## src/rtl/cpu_fsm_controller_if.sv

```systemverilog
// Control-path bundle between the instruction sequencer and its driver/datapath.
// Latency: none, wires only.
// Backpressure: none; start is sampled only when the sequencer reports ready (w).
interface cpu_fsm_controller_if;
   logic        s;
   logic        load;
   logic [15:0] in;
   logic        w;
   logic [2:0]  readnum;
   logic [2:0]  writenum;
   logic [1:0]  vsel;
   logic        loada;
   logic        loadb;
   logic        loadc;
   logic        loads;
   logic        write;
   logic        asel;
   logic        bsel;
   logic [1:0]  shift;
   logic [1:0]  ALUop;
   logic [15:0] sximm8;
   logic [15:0] sximm5;

   // Sequencer side: takes start/instruction, drives datapath controls.
   modport slave (
      input  s, load, in,
      output w, readnum, writenum, vsel, loada, loadb, loadc, loads, write,
             asel, bsel, shift, ALUop, sximm8, sximm5
   );

   // Driver side: issues instructions and observes the controls.
   modport master (
      output s, load, in,
      input  w, readnum, writenum, vsel, loada, loadb, loadc, loads, write,
             asel, bsel, shift, ALUop, sximm8, sximm5
   );
endinterface

```

## src/rtl/cpu_fsm_controller.sv

```systemverilog
// Moore instruction sequencer: holds the IR and steps a 16-bit datapath through MOV/MVN/ADD/CMP/AND.
// Latency: 3 edges (MOV imm), 5 (MOV reg/MVN/CMP), 6 (ADD/AND), 2 (undefined) from start to w=1.
// Backpressure: w=1 only in WAIT; s and load are ignored in every other state.
module cpu_fsm_controller (
   input  logic                  clk,
   input  logic                  rst_n,
   cpu_fsm_controller_if.slave   bus
);

   typedef enum logic [2:0] {
      S_WAIT      = 3'd0,
      S_DECODE    = 3'd1,
      S_WRITE_IMM = 3'd2,
      S_GET_A     = 3'd3,
      S_GET_B     = 3'd4,
      S_ALU       = 3'd5,
      S_WRITE_REG = 3'd6
   } state_t;

   state_t      state_q, state_d;
   logic [15:0] ir_q, ir_d;

   logic [2:0]  opcode;
   logic [1:0]  op;
   logic [2:0]  rn, rd, rm;
   logic [1:0]  sh;
   logic        is_mov_imm, is_mov_reg, is_mvn, is_add, is_cmp, is_and;

   assign opcode = ir_q[15:13];
   assign op     = ir_q[12:11];
   assign rn     = ir_q[10:8];
   assign rd     = ir_q[7:5];
   assign sh     = ir_q[4:3];
   assign rm     = ir_q[2:0];

   assign is_mov_imm = (opcode == 3'b110) && (op == 2'b10);
   assign is_mov_reg = (opcode == 3'b110) && (op == 2'b00);
   assign is_mvn     = (opcode == 3'b101) && (op == 2'b11);
   assign is_add     = (opcode == 3'b101) && (op == 2'b00);
   assign is_cmp     = (opcode == 3'b101) && (op == 2'b01);
   assign is_and     = (opcode == 3'b101) && (op == 2'b10);

   // Immediates follow the IR directly so they are valid in every state.
   assign bus.sximm8 = {{8{ir_q[7]}}, ir_q[7:0]};
   assign bus.sximm5 = {{11{ir_q[4]}}, ir_q[4:0]};

   // State and IR registers; reset aborts any instruction in flight.
   always_ff @(posedge clk or negedge rst_n) begin
      if (!rst_n) begin
         state_q <= S_WAIT;
         ir_q    <= 16'h0000;
      end else begin
         state_q <= state_d;
         ir_q    <= ir_d;
      end
   end

   // IR accepts a new word only while idle so an instruction cannot be corrupted mid-flight.
   always_comb begin
      ir_d = ir_q;
      if (bus.load && (state_q == S_WAIT)) begin
         ir_d = bus.in;
      end
   end

   // Next-state and Moore output decode; every control defaults to 0.
   always_comb begin
      state_d      = state_q;
      bus.w        = 1'b0;
      bus.readnum  = 3'd0;
      bus.writenum = 3'd0;
      bus.vsel     = 2'b00;
      bus.loada    = 1'b0;
      bus.loadb    = 1'b0;
      bus.loadc    = 1'b0;
      bus.loads    = 1'b0;
      bus.write    = 1'b0;
      bus.asel     = 1'b0;
      bus.bsel     = 1'b0;
      bus.shift    = 2'b00;
      bus.ALUop    = 2'b00;

      case (state_q)
         S_WAIT: begin
            bus.w = 1'b1;
            if (bus.s) state_d = S_DECODE;
         end
         S_DECODE: begin
            if (is_mov_imm)                     state_d = S_WRITE_IMM;
            else if (is_mov_reg || is_mvn)      state_d = S_GET_B;
            else if (is_add || is_cmp || is_and) state_d = S_GET_A;
            else                                state_d = S_WAIT;
         end
         S_WRITE_IMM: begin
            bus.writenum = rn;
            bus.vsel     = 2'b01;
            bus.write    = 1'b1;
            state_d      = S_WAIT;
         end
         S_GET_A: begin
            bus.readnum = rn;
            bus.loada   = 1'b1;
            state_d     = S_GET_B;
         end
         S_GET_B: begin
            bus.readnum = rm;
            bus.loadb   = 1'b1;
            state_d     = S_ALU;
         end
         S_ALU: begin
            bus.shift = sh;
            bus.ALUop = (opcode == 3'b101) ? op : 2'b00;
            bus.asel  = is_mov_reg || is_mvn;
            if (is_cmp) begin
               bus.loads = 1'b1;
               state_d   = S_WAIT;
            end else begin
               bus.loadc = 1'b1;
               state_d   = S_WRITE_REG;
            end
         end
         S_WRITE_REG: begin
            bus.writenum = rd;
            bus.vsel     = 2'b11;
            bus.write    = 1'b1;
            state_d      = S_WAIT;
         end
         default: state_d = S_WAIT;
      endcase
   end

endmodule

```

## src/flat_wrapper.sv

```systemverilog
// flat-port wrapper written by rule: the top's interface ports become plain ports
module cpu_fsm_controller_flat 
  (clk, rst_n, bus_s, bus_load, bus_in, bus_w, bus_readnum, bus_writenum, bus_vsel, bus_loada, bus_loadb, bus_loadc, bus_loads, bus_write, bus_asel, bus_bsel, bus_shift, bus_ALUop, bus_sximm8, bus_sximm5);
  cpu_fsm_controller_if bus_i ();
  input  logic clk;
  input  logic rst_n;
  input wire logic [$bits(bus_i.s)-1:0] bus_s;
  input wire logic [$bits(bus_i.load)-1:0] bus_load;
  input wire logic [$bits(bus_i.in)-1:0] bus_in;
  output wire logic [$bits(bus_i.w)-1:0] bus_w;
  output wire logic [$bits(bus_i.readnum)-1:0] bus_readnum;
  output wire logic [$bits(bus_i.writenum)-1:0] bus_writenum;
  output wire logic [$bits(bus_i.vsel)-1:0] bus_vsel;
  output wire logic [$bits(bus_i.loada)-1:0] bus_loada;
  output wire logic [$bits(bus_i.loadb)-1:0] bus_loadb;
  output wire logic [$bits(bus_i.loadc)-1:0] bus_loadc;
  output wire logic [$bits(bus_i.loads)-1:0] bus_loads;
  output wire logic [$bits(bus_i.write)-1:0] bus_write;
  output wire logic [$bits(bus_i.asel)-1:0] bus_asel;
  output wire logic [$bits(bus_i.bsel)-1:0] bus_bsel;
  output wire logic [$bits(bus_i.shift)-1:0] bus_shift;
  output wire logic [$bits(bus_i.ALUop)-1:0] bus_ALUop;
  output wire logic [$bits(bus_i.sximm8)-1:0] bus_sximm8;
  output wire logic [$bits(bus_i.sximm5)-1:0] bus_sximm5;
  assign bus_i.s = bus_s;
  assign bus_i.load = bus_load;
  assign bus_i.in = bus_in;
  assign bus_w = bus_i.w;
  assign bus_readnum = bus_i.readnum;
  assign bus_writenum = bus_i.writenum;
  assign bus_vsel = bus_i.vsel;
  assign bus_loada = bus_i.loada;
  assign bus_loadb = bus_i.loadb;
  assign bus_loadc = bus_i.loadc;
  assign bus_loads = bus_i.loads;
  assign bus_write = bus_i.write;
  assign bus_asel = bus_i.asel;
  assign bus_bsel = bus_i.bsel;
  assign bus_shift = bus_i.shift;
  assign bus_ALUop = bus_i.ALUop;
  assign bus_sximm8 = bus_i.sximm8;
  assign bus_sximm5 = bus_i.sximm5;
  cpu_fsm_controller u_core (.clk(clk), .rst_n(rst_n), .bus(bus_i));
endmodule
```

## config.mk

```make
export PLATFORM = sky130hd
export DESIGN_NAME = cpu_fsm_controller_flat
export DESIGN_NICKNAME = d
export VERILOG_FILES = /design/src/rtl/cpu_fsm_controller_if.sv /design/src/rtl/cpu_fsm_controller.sv /design/src/flat_wrapper.sv
export SDC_FILE = /design/constraint.sdc
export NUM_CORES = 1
export LEC_CHECK = 0
export BUFFER_PORTS_ARGS = -buffer_cell sky130_fd_sc_hd__buf_2
export CAP_MARGIN = 15
export CORE_MARGIN = 10
export CORE_UTILIZATION = 35
export DETAILED_ROUTE_END_ITERATION = 6
export PLACE_DENSITY = 0.66
export SYNTH_ARGS = -nofsm -noshare
export SYNTH_HDL_FRONTEND = slang
export SYNTH_SLANG_ARGS = --single-unit
```

## constraint.sdc

```tcl
create_clock -name clk -period 2.1 [get_ports clk]
set_clock_uncertainty 0.15 [all_clocks]
set_input_delay 0.525 -clock clk [delete_from_list [all_inputs] [get_ports clk]]
set_output_delay 0.525 -clock clk [all_outputs]
set_load 0.01 [all_outputs]
```

== After elaboration in Yosys (flattened, before gate mapping) ==
Index checks and enable logic that the tools add are counted.
Word-level totals
  flip-flop bits (word level): 19
  bits in latches: 0
  memory bits (writable): 0
  bits in read-only memories: 0
  input bits: 20
  output and inout bits: 52
  memories kept: 0
Operators by class
  $add $sub $neg: 0
  multipliers: 0
  divide/modulo/power cells: 0
  $lt $le $gt $ge: 0
  equality and inequality tests: 12
  shift operators: 0
  muxes and demuxes: 21
  bitwise operators: 0
  reduce and logical (&&, ||, !) cells: 13
Operator list (number)
  equality test 3 bit, second input constant: 5
  case mux 3 bit (5 select lines): 1
  two-way mux 3 bit: 4
  case mux 3 bit (2 select lines): 2
  two-way mux 1 bit: 9
  two-way mux 2 bit: 4
  logical AND 1 bit: 7
  equality test 3 x 2 -> 1 bit, second input constant: 2
  equality test 2 bit, second input constant: 2
  case mux 2 bit (2 select lines): 1
  equality test 3 x 1 -> 1 bit, second input constant: 1
  logical NOT 3 bit: 1
  logical OR 1 bit: 3
  equality test 2 x 1 -> 1 bit, second input constant: 1
  logical NOT 2 bit: 1
  != test 2 bit, second input constant: 1
  OR reduction 2 bit: 1

== Longest topological paths before layout ==
Gate-level depths: netlist of run 1.
  depth in word-level cells: 8
  gate-level depth with buffers: 6
  depth with buffers taken out: 3

== Least setup slack after synthesis of run 1 ==
OpenSTA, ideal clock, no wires.
  path kind: flip-flop to output port
  start point: reg u_core.state_q[0]
  end point: out bus_readnum[0]
  data arrival time: 1.241 ns
  data required time: 1.425 ns
  path slack: 0.184 ns
  stages on the path, launching flop included: 4
  path through: dfrtp_1 > buf_2 > nor3b_1 > a22o_1
On the way
  cells in the longest elaborated chain, start to end: 2
  elaborated cells on any way between the ends: 3
Ends and longest elaborated chain
  start, declared: line cpu_fsm_controller.sv:20  | state_t state_q, state_d;
  start signal, assigned: line cpu_fsm_controller.sv:53  | state_q <= state_d;
  equality test 3 bit / equality test 3 x 2 -> 1 bit (equally long branches): line cpu_fsm_controller.sv:83  | case (state_q)
  case mux 3 bit (2 select lines) (*): line cpu_fsm_controller.sv:83
  end, declared: line flat_wrapper.sv:11  | output wire logic [$bits(bus_i.readnum)-1:0] bus_readnum;
Mark *: on every way between the ends. The rest lies on a longest branch, timed or not.

== Worst setup path in the final report of run 1 ==
  start point: reg u_core.state_q[1]
  end point: out bus_ALUop[0]
On the way
  cells in the longest elaborated chain, start to end: 2
Ends and longest elaborated chain
  equality test 3 bit: line cpu_fsm_controller.sv:83
  two-way mux 2 bit: line cpu_fsm_controller.sv:83
  end, declared: line flat_wrapper.sv:22  | output wire logic [$bits(bus_i.ALUop)-1:0] bus_ALUop;
Every way passes these cells.

==> results of run 1 <==
-- power by group through the flow --
stage	sequential, W	clock [W]	combinational, W
2_1_floorplan	0.000737	0	0.00136
3_3_place_gp	0.000812	0	0.00135
3_5_place_dp	0.000825	0	0.00136
4_1_cts	0.000826	0.000264	0.00138
5_1_grt	0.000872	0.000281	0.00158
6_report	0.000813	0.000254	0.00145
-- metrics by stage --
| stage | TNS [ns] | instances | power (W) | hold slack (ns) | utilization, % |
|---|---|---|---|---|---|
| floorplan | 0 | 126 | 0.00210 | 0.0794 | - |
| global placement | 0 | 208 | 0.00217 | 0.341 | 39.3 |
| detailed placement | 0 | 208 | 0.00219 | 0.341 | 39.3 |
| CTS | 0 | 214 | 0.00247 | 0.0558 | 41.1 |
| global route | -0.306 | 219 | 0.00274 | 0.0630 | 42.6 |
| finish | 0 | 219 | 0.00251 | 0.0422 | 42.6 |
-- metal layers --
metal,routed length (µm),global-route usage (%),vias up
met1,1200,10.5,464
met3,537,4.53,4
met4,47,4.67,0
met2,1380,13.9,55
met5,0,0,-
li1,-,-,483
-- worst max-delay path by stage --
stage                                  startpoint             end  slack (ns)
floorplan           u_core.state_q[0]$_DFFE_PN0P_  bus_readnum[0]        0.18
global placement    u_core.state_q[2]$_DFFE_PN0P_  bus_readnum[1]        0.21
detailed placement  u_core.state_q[2]$_DFFE_PN0P_  bus_readnum[1]        0.19
CTS                   u_core.ir_q[14]$_DFFE_PN0P_    bus_ALUop[0]       0.001
global route        u_core.state_q[1]$_DFFE_PN0P_    bus_shift[1]       -0.05
finish              u_core.state_q[1]$_DFFE_PN0P_    bus_ALUop[0]        0.07
-- synthesized netlist by cell type, types with 3 or more instances --
library cell   n
o21ai_0        5
mux2_2         6
mux2i_1        3
dfrtp_1       19
nand2b_1       3
a22o_1         3
nor2_1        13
buf_4         34
mux2_4         8
and2_1         4
inv_1          4
-- sequential cells by signal, summed over array words and instances, names as in the netlist --
register and flops:
u_core.ir_q 16, u_core.state_q 3
-- final cells by class --
type	count	area [µm²]	area share [%]
Clock buffer	3	41.3	2.67
Clock inverter	1	5.00	0.324
Inverter	4	15.0	0.971
Multi-Input combinational cell	65	527	34.1
Sequential cell	19	480	31.1
Tap cell	48	60.1	3.88
Timing Repair Buffer	79	418	27.0
-- cells by family after synthesis --
kind of cell	count (synthesis)	share of synthesized area [%]
and+or+nand+nor	34	15.0
AOI/OAI and AO/OA	13	7.34
DFF	19	36.7
muxes	17	16.8
buffers and inverters	42	23.9
other	1	0.289
-- worst reg2reg max path, stage by stage, from the launching register on --
cell	delay, ns
dfrtp_2	0.46
buf_4	0.16
nor3_4	0.24
and2_4	0.35
mux2_2	0.37
-- what timing repair did --
action,in CTS,in global routing
buffers inserted,2,5
endpoints found under the hold margin,0,0
gates resized for setup,4,5
setup endpoints to repair,7,11
==> metrics.txt, run 1 <==
outcome finished, final reports clean; Finished Cell Area 0.00155 mm²; commonest non-fill, non-tap cells in the layout 70 x buf_2, 15 x dfrtp_1, 11 x nor2_1; first-pass GRT wire length about 4.7 mm; Core ar. 0.00363 mm²; CP top delay family simple AND/OR/NAND/NOR gates; Detailed Place HPWL 2.56 mm; Slew Viols, Final 0; Largest stage delay, worst path roughly 0.45 ns; Syn Nets ~150; Die Height slightly above 80 µm; DRC 0; RSZ-0062 raised after global routing true; GRT overflow 0; # nets final ~190; Top FF cell, synth dfrtp_1; Yosys warning count 0; vias in the first global route 949; Max Cap Violations 0; VDD IR-drop max 555 µV; root buffer cell clkbuf_8; share of cells above drive strength 1 62.0%; crit path max fanout 8; DR pass1 iterations 4; mapped cell area 0.00130 mm²; Crit path buffers/inverters 1; full die area 0.00654 mm²; Std-Cell Rows 22; Area contributors post-synth dfrtp_1 37%, buf_4 20%, mux2_4 9.3%; crit end category output port; routed len/inst 14.4 µm; Initial DRC Count 25; Fin. Hold Viols 0; GPL Wtd Cong approximately 0.83; slowest stage cell, crit path dfrtp_2; Synth cell types 31; Num CTS Buffers 3; Post-Syn Area per Cell between 10 and 15 µm²; area share of the largest cell type after synthesis 36.7%; filler instances approximately 380; Initial Utilization roughly 36%; combinational power share between 50 and 60%; Total GRT Usage under 10%; CTS tree yes; Skew-Pair Late Insertion Delay between 0.2 and 0.3 ns; required time of the critical path 1.42 ns; Post-Synthesis Cells 126; hold_buf cts 0; Sw Pwr 0.00107 W; P_int 0.00144 W; DRT antenna net count 0; Post-Route WL 3.16 mm; ant diodes 0; ys async rst share 100%; most common cell after layout, fill and taps aside buf_2; worst min path class in2async; CTS H-Tree Depth 1; FF-to-FF path depth 4; sequential power share 32.3%; Worst Path Class, Setup reg2out; CP Cell Sequence nand3b_1 -> nor2_1 -> and2_1 -> buf_2; Crit path arrival time approximately 1.4 ns; Final setup viols 0; number of synthesized register bits 19; part of the Yosys area used for sequential elements 36.7%; Lkg Pwr 0.818 nW; CP Depth 4; Vias 1006; cell type with the largest total area after synthesis dfrtp_1; DIE WIDTH 80.9 µm; FF-to-FF setup slack roughly 0.25 ns; switching share of power ~43%; initial antenna violation count 0; largest net degree at the start of global routing 20; Power per Cell Area 1630 mW/mm²; clk buf depth 2; PortBufs 70; dpl cell area 0.00143 mm²; vias per inst 4.59; clk sinks 19; FF-to-FF End u_core.ir_q[10]$_DFFE_PN0P_; minimum clock period 2.03 ns; fin crit share 96.8%; fmax 0.492 GHz; Synth-to-Final Area Change 19.3%; reg2reg start u_core.state_q[2]$_DFFE_PN0P_; PnR worst setup slack 0.0662 ns; Setup WS pre-CTS 0.188 ns; Ports 72; startpoint types flip-flop; clk slew on worst S/H paths 0.07 ns; clock share of power 10.1%; Post-synth EDFFs 0
Note: power is estimated with default switching activity, not from simulation.
==> inputs of run 2 (changes only) <==
- CORE_UTILIZATION: 35 -> 43
- PLACE_DENSITY: 0.66 -> 0.78
- SETUP_SLACK_MARGIN: default -> 0.4
==> run 2 against run 1 <==
  * The flow now finishes with violations (negative hold slack)
  * Final cell count up 0.46%
  * Sequential share of layout area shrank 4.5 points
  * First-iteration DRC count grew 130%
  * Maximum frequency shrank 2.9%
==> metrics.txt, run 2 (same netlist as run 1, synthesis figures left out) <==
ant diodes 0; Placed Instances 190; clk sinks 19; CP Depth 5; crit path from u_core.state_q[0]$_DFFE_PN0P_; VDD IR-drop max 783 µV; largest net degree at the start of global routing 20; hold_buf cts 0; DIE WIDTH 74.9 µm; FF-to-FF path depth 7; Die Height 74.9 µm; crit path max fanout 4; first-pass GRT wire length between 5 and 6 mm; vias in the first global route 1087; GPL Wtd Cong ~0.74; share of cells above drive strength 1 69.8%; FF-to-FF setup slack 0.12 ns; routed len/inst 17.1 µm; Std-Cell Rows 19; Num CTS Buffers 3; full die area around 0.0056 mm²; Slew Viols, Final 0; vias per inst 4.94; outcome complete, but fails checks; Fin. Hold Viols 2; fin crit share 99.8%; CTS tree yes; CP top delay family flip-flops; Crit path buffers/inverters 2; Worst Tran Pin Value 0.490 ns; Max Cap Violations 0; # nets final 210; FF-to-FF End u_core.ir_q[11]$_DFFE_PN0P_; failing checks negative hold slack; DRT antenna net count 0; Detailed Place HPWL around 2.5 mm; biggest regs u_core.ir_q: 16 flops, u_core.state_q: 3 flops; Final setup viols 0; Post-Route WL 3.75 mm; Initial Utilization 45.8%; PnR worst setup slack 0.00485 ns; Total GRT Usage 11.9%; Worst Path Class, Setup reg2out; RSZ-0062 raised after global routing true; commonest non-fill, non-tap cells in the layout 59 x buf_2, 19 x buf_6, 16 x buf_4; Crit path arrival time 1.42 ns; worst min path class in2async; Setup WS pre-CTS 0.150 ns; Cell Count, Final, Fillers Out 220; max reg flops 16; DRC 0; minimum clock period around 2.1 ns; initial antenna violation count 0; Skew-Pair Late Insertion Delay approximately 0.30 ns; crit end category output port; Lkg Pwr 0.952 nW; startpoint types flip-flop; Largest stage delay, worst path 0.47 ns; fmax around 0.48 GHz; Fin Hold WS -0.000808 ns; root buffer cell clkbuf_4; PortBufs 70; most common cell after layout, fill and taps aside buf_2; clk buf depth 2; Synth-to-Final Area Change 39.8%; required time of the critical path 1.42 ns; clk slew on worst S/H paths 0.12 ns; Initial DRC Count 57; DR pass1 iterations 4; GRT overflow 0; Ports 72; Core ar. 0.00283 mm²; largest reg by FF count u_core.ir_q; Slew headroom 66.5%; filler instances 231; Vias about 1100; CTS H-Tree Depth 1; Power per Cell Area ~1700 mW/mm²; slowest stage cell, crit path dfrtp_2; reg2reg start u_core.state_q[0]$_DFFE_PN0P_; CP Cell Sequence buf_12 -> nand2b_4 -> nor2_4 -> a22o_1 -> buf_2
-- run 2: cell types whose count changed in the layout (fill, tap and decap cells not counted), sizes merged --
| cell | before | now |
|---|---|---|
| and2 | 5 | 6 |
| buf | 79 | 96 |
-- run 2: metal layers --
layer / vias up / wire length [µm] / global-route usage, %
met4: 0 / 26 / 3.99
met2: 44 / 2000 / 22.4
met5: - / 0 / 0
met3: 4 / 366 / 3.81
li1: 520 / - / -
met1: 519 / 1360 / 12.1
-- run 2: final cells by class --
type | instances | area (µm²) | share of cell area, %
multi-input cells | 66 | 584 | 32.3
repair buffers | 96 | 664 | 36.7
flip-flops and latches | 19 | 482 | 26.6
well taps | 31 | 38.8 | 2.14
clock inverters | 1 | 5.00 | 0.276
clock buffers | 3 | 22.5 | 1.24
inverters | 4 | 15.0 | 0.829
-- run 2: power by group --
part	internal (W)	switching [W]
combinational	0.00121	0.000920
clock	0.0000711	0.000121
sequential	0.000562	0.000231
total	0.00184	0.00127
-- run 2: timing repair --
item                       in CTS  in global routing
gates resized for setup        20                 26
hold endpoints to repair        0                  0
buffers inserted               16                  8
cloned                          1                  1
setup endpoints to repair      46                 48
pin swaps                      13                  4
-- run 2: stage by stage --
| step | total power (W) | setup TNS, ns | hold slack (ns) | cell area [µm²] | utilization, % |
|---|---|---|---|---|---|
| floorplan | 0.00211 | 0 | 0.0794 | 1310 | - |
| detailed placement | 0.00218 | 0 | 0.343 | 1410 | 49.9 |
| global placement | 0.00215 | 0 | 0.333 | 1410 | 49.9 |
| CTS | 0.00273 | 0 | 0.00472 | 1640 | 58.0 |
| global route | 0.00332 | -0.574 | 0.0140 | 1810 | 64.0 |
| finish | 0.00311 | 0 | -0.000808 | 1810 | 64.0 |
-- run 2: worst max-delay path by stage --
| stage | slack, ns | end |
|---|---|---|
| after floorplan | 0.39 | bus_readnum[0] |
| after global placement | 0.23 | bus_ALUop[0] |
| after detailed placement | 0.15 | bus_ALUop[0] |
| after CTS | 0.03 | bus_loads |
| after global routing | -0.1 | bus_loads |
| final | 0.005 | bus_readnum[0] |
==> inputs of run 3 (changes only) <==
- clock period: 2.1 -> 2.5 ns (I/O delays scaled with it)
==> run 3 against run 2 <==
  * The run now ends clean
  * Non-clock buffer count down 13
  * Power fell by 30%
  * First-iteration DRC count is 42% lower
  * Register-to-register slack better by 0.48 ns
  * Via count down 7.0%
  * Sequential power decreased by 16%
  * Core utilization fell by 7.8 points
  * Combinational power decreased by 36%
  * Critical path depth is 1 lower
  * Final cell count down 6.4%
  * Routed wire length is 13% lower
  * Worst setup slack better by 0.29 ns
  * Critical endpoint is now bus_readnum[2]
  * Largest cell class is now multi-input gates
==> metrics.txt, run 3 (same netlist as run 1, synthesis figures left out) <==
outcome finished, final reports clean; CP Capture Point bus_readnum[2]; FF-to-FF path depth 5; VDD IR-drop max 669 µV; DR pass1 iterations 4; biggest regs u_core.ir_q: 16 flops, u_core.state_q: 3 flops; Power per Cell Area 1380 mW/mm²; clk sinks 19; startpoint types flip-flop; crit path from u_core.state_q[1]$_DFFE_PN0P_; Final setup viols 0; fmax 0.454 GHz; vias in the first global route around 1000; CTS tree yes; Crit path arrival time around 1.4 ns; commonest non-fill, non-tap cells in the layout 67 x buf_2, 16 x dfrtp_1, 11 x nor2_1; Die Height 74.9 µm; FF-to-FF setup slack 0.60 ns; Core ar. 0.00283 mm²; Max Cap Violations 0; DRT antenna net count 0; PortBufs 70; clk buf depth 2; Slew Viols, Final 0; Post-Route WL around 3.3 mm; worst min path class in2async; DIE WIDTH ~75 µm; Worst Path Class, Setup reg2out; Num CTS Buffers 3; minimum clock period 2.20 ns; required time of the critical path around 1.7 ns; fin crit share 88.1%; RSZ-0062 raised after global routing true; CTS H-Tree Depth 1; largest net degree at the start of global routing 20; crit path max fanout 4; GPL Wtd Cong 0.695; Total GRT Usage roughly 11%; Initial Utilization 45.8%; Fin. Hold Viols 0; most common cell after layout, fill and taps aside buf_2; Detailed Place HPWL 2.57 mm; Cell Count, Final, Fillers Out 206; ant diodes 0; Ports 72; clk slew on worst S/H paths roughly 0.11 ns; routed len/inst approximately 16 µm; Lkg Pwr between 0.8 and 0.9 nW; first-pass GRT wire length 4.92 mm; Std-Cell Rows 19; largest reg by FF count u_core.ir_q; crit end category output port; GRT overflow 0; # nets final 196; Vias 1011; initial antenna violation count 0; full die area approximately 0.0056 mm²; share of cells above drive strength 1 about two thirds; Synth-to-Final Area Change 22.7%; FF-to-FF End u_core.ir_q[15]$_DFFE_PN0P_; Placed Instances 190; vias per inst 4.91; Post-Route Setup TNS 0 ns; reg2reg start u_core.state_q[0]$_DFFE_PN0P_; Skew-Pair Late Insertion Delay 0.29 ns; root buffer cell clkbuf_4; max reg flops 16; DRC 0; Initial DRC Count 33
run 3: cell count changes in the layout (fill, tap and decap cells not counted), sizes merged:
cell	before	now
buf	96	83
and2	6	5
run 3: power breakdown:
group          leakage, nW  internal (W)  total, W  switching, W
registers            0.224      0.000469  0.000668      0.000199
logic                0.602      0.000724   0.00137      0.000644
clock network       0.0177     0.0000595  0.000154     0.0000945
run 3: final cells by class:
class	count	area, µm²
Clock buffer	3	22.5
Clock inverter	1	5.00
Fill cell	267	1240
Inverter	4	15.0
Multi-Input combinational cell	65	548
Sequential cell	19	479
Tap cell	31	38.8
Timing Repair Buffer	83	482
run 3: metal layers:
layer,wire [µm],GRT usage (%)
met4,9,2.94
met2,1780,19.8
met3,373,5.65
met5,0,0
met1,1120,10.9
run 3: per-stage QoR:
stage	util, %	hold slack (ns)	power [W]	worst slack [ns]	cell area (µm²)
2_1_floorplan	-	0.179	0.00176	0.484	1300
3_3_place_gp	49.4	0.381	0.00179	0.514	1400
3_5_place_dp	49.4	0.375	0.00183	0.474	1400
4_1_cts	54.0	0.103	0.00214	0.298	1530
5_1_grt	56.2	0.120	0.00236	0.226	1590
6_report	56.2	0.104	0.00219	0.297	1590
run 3: repair_timing:
action                                  in CTS  in global routing
gates resized for setup                     11                 11
buffers inserted                             9                  3
endpoints found under the setup margin      19                 17
hold buffers                                 0                  0
gates cloned                                 0                  0
pin swaps                                    8                  6
run 3: worst max-delay path, stage by stage (launching register included):
cell and delay, ns:
dfrtp_2 0.43, buf_4 0.16, nor3b_4 0.25, a22o_1 0.17, buf_2 0.13
run 3: how the worst min path moves through the flow:
stage | startpoint | slack [ns] | to | depth (start not counted)
2_1_floorplan | rst_n | 0.18 | u_core.ir_q[0]$_DFFE_PN0P_ | 0
3_3_place_gp | u_core.ir_q[10]$_DFFE_PN0P_ | 0.38 | u_core.ir_q[10]$_DFFE_PN0P_ | 1
3_5_place_dp | u_core.ir_q[6]$_DFFE_PN0P_ | 0.38 | u_core.ir_q[6]$_DFFE_PN0P_ | 1
4_1_cts | rst_n | 0.10 | u_core.ir_q[9]$_DFFE_PN0P_ | 1
5_1_grt | rst_n | 0.12 | u_core.ir_q[0]$_DFFE_PN0P_ | 1
6_report | rst_n | 0.10 | u_core.ir_q[8]$_DFFE_PN0P_ | 1
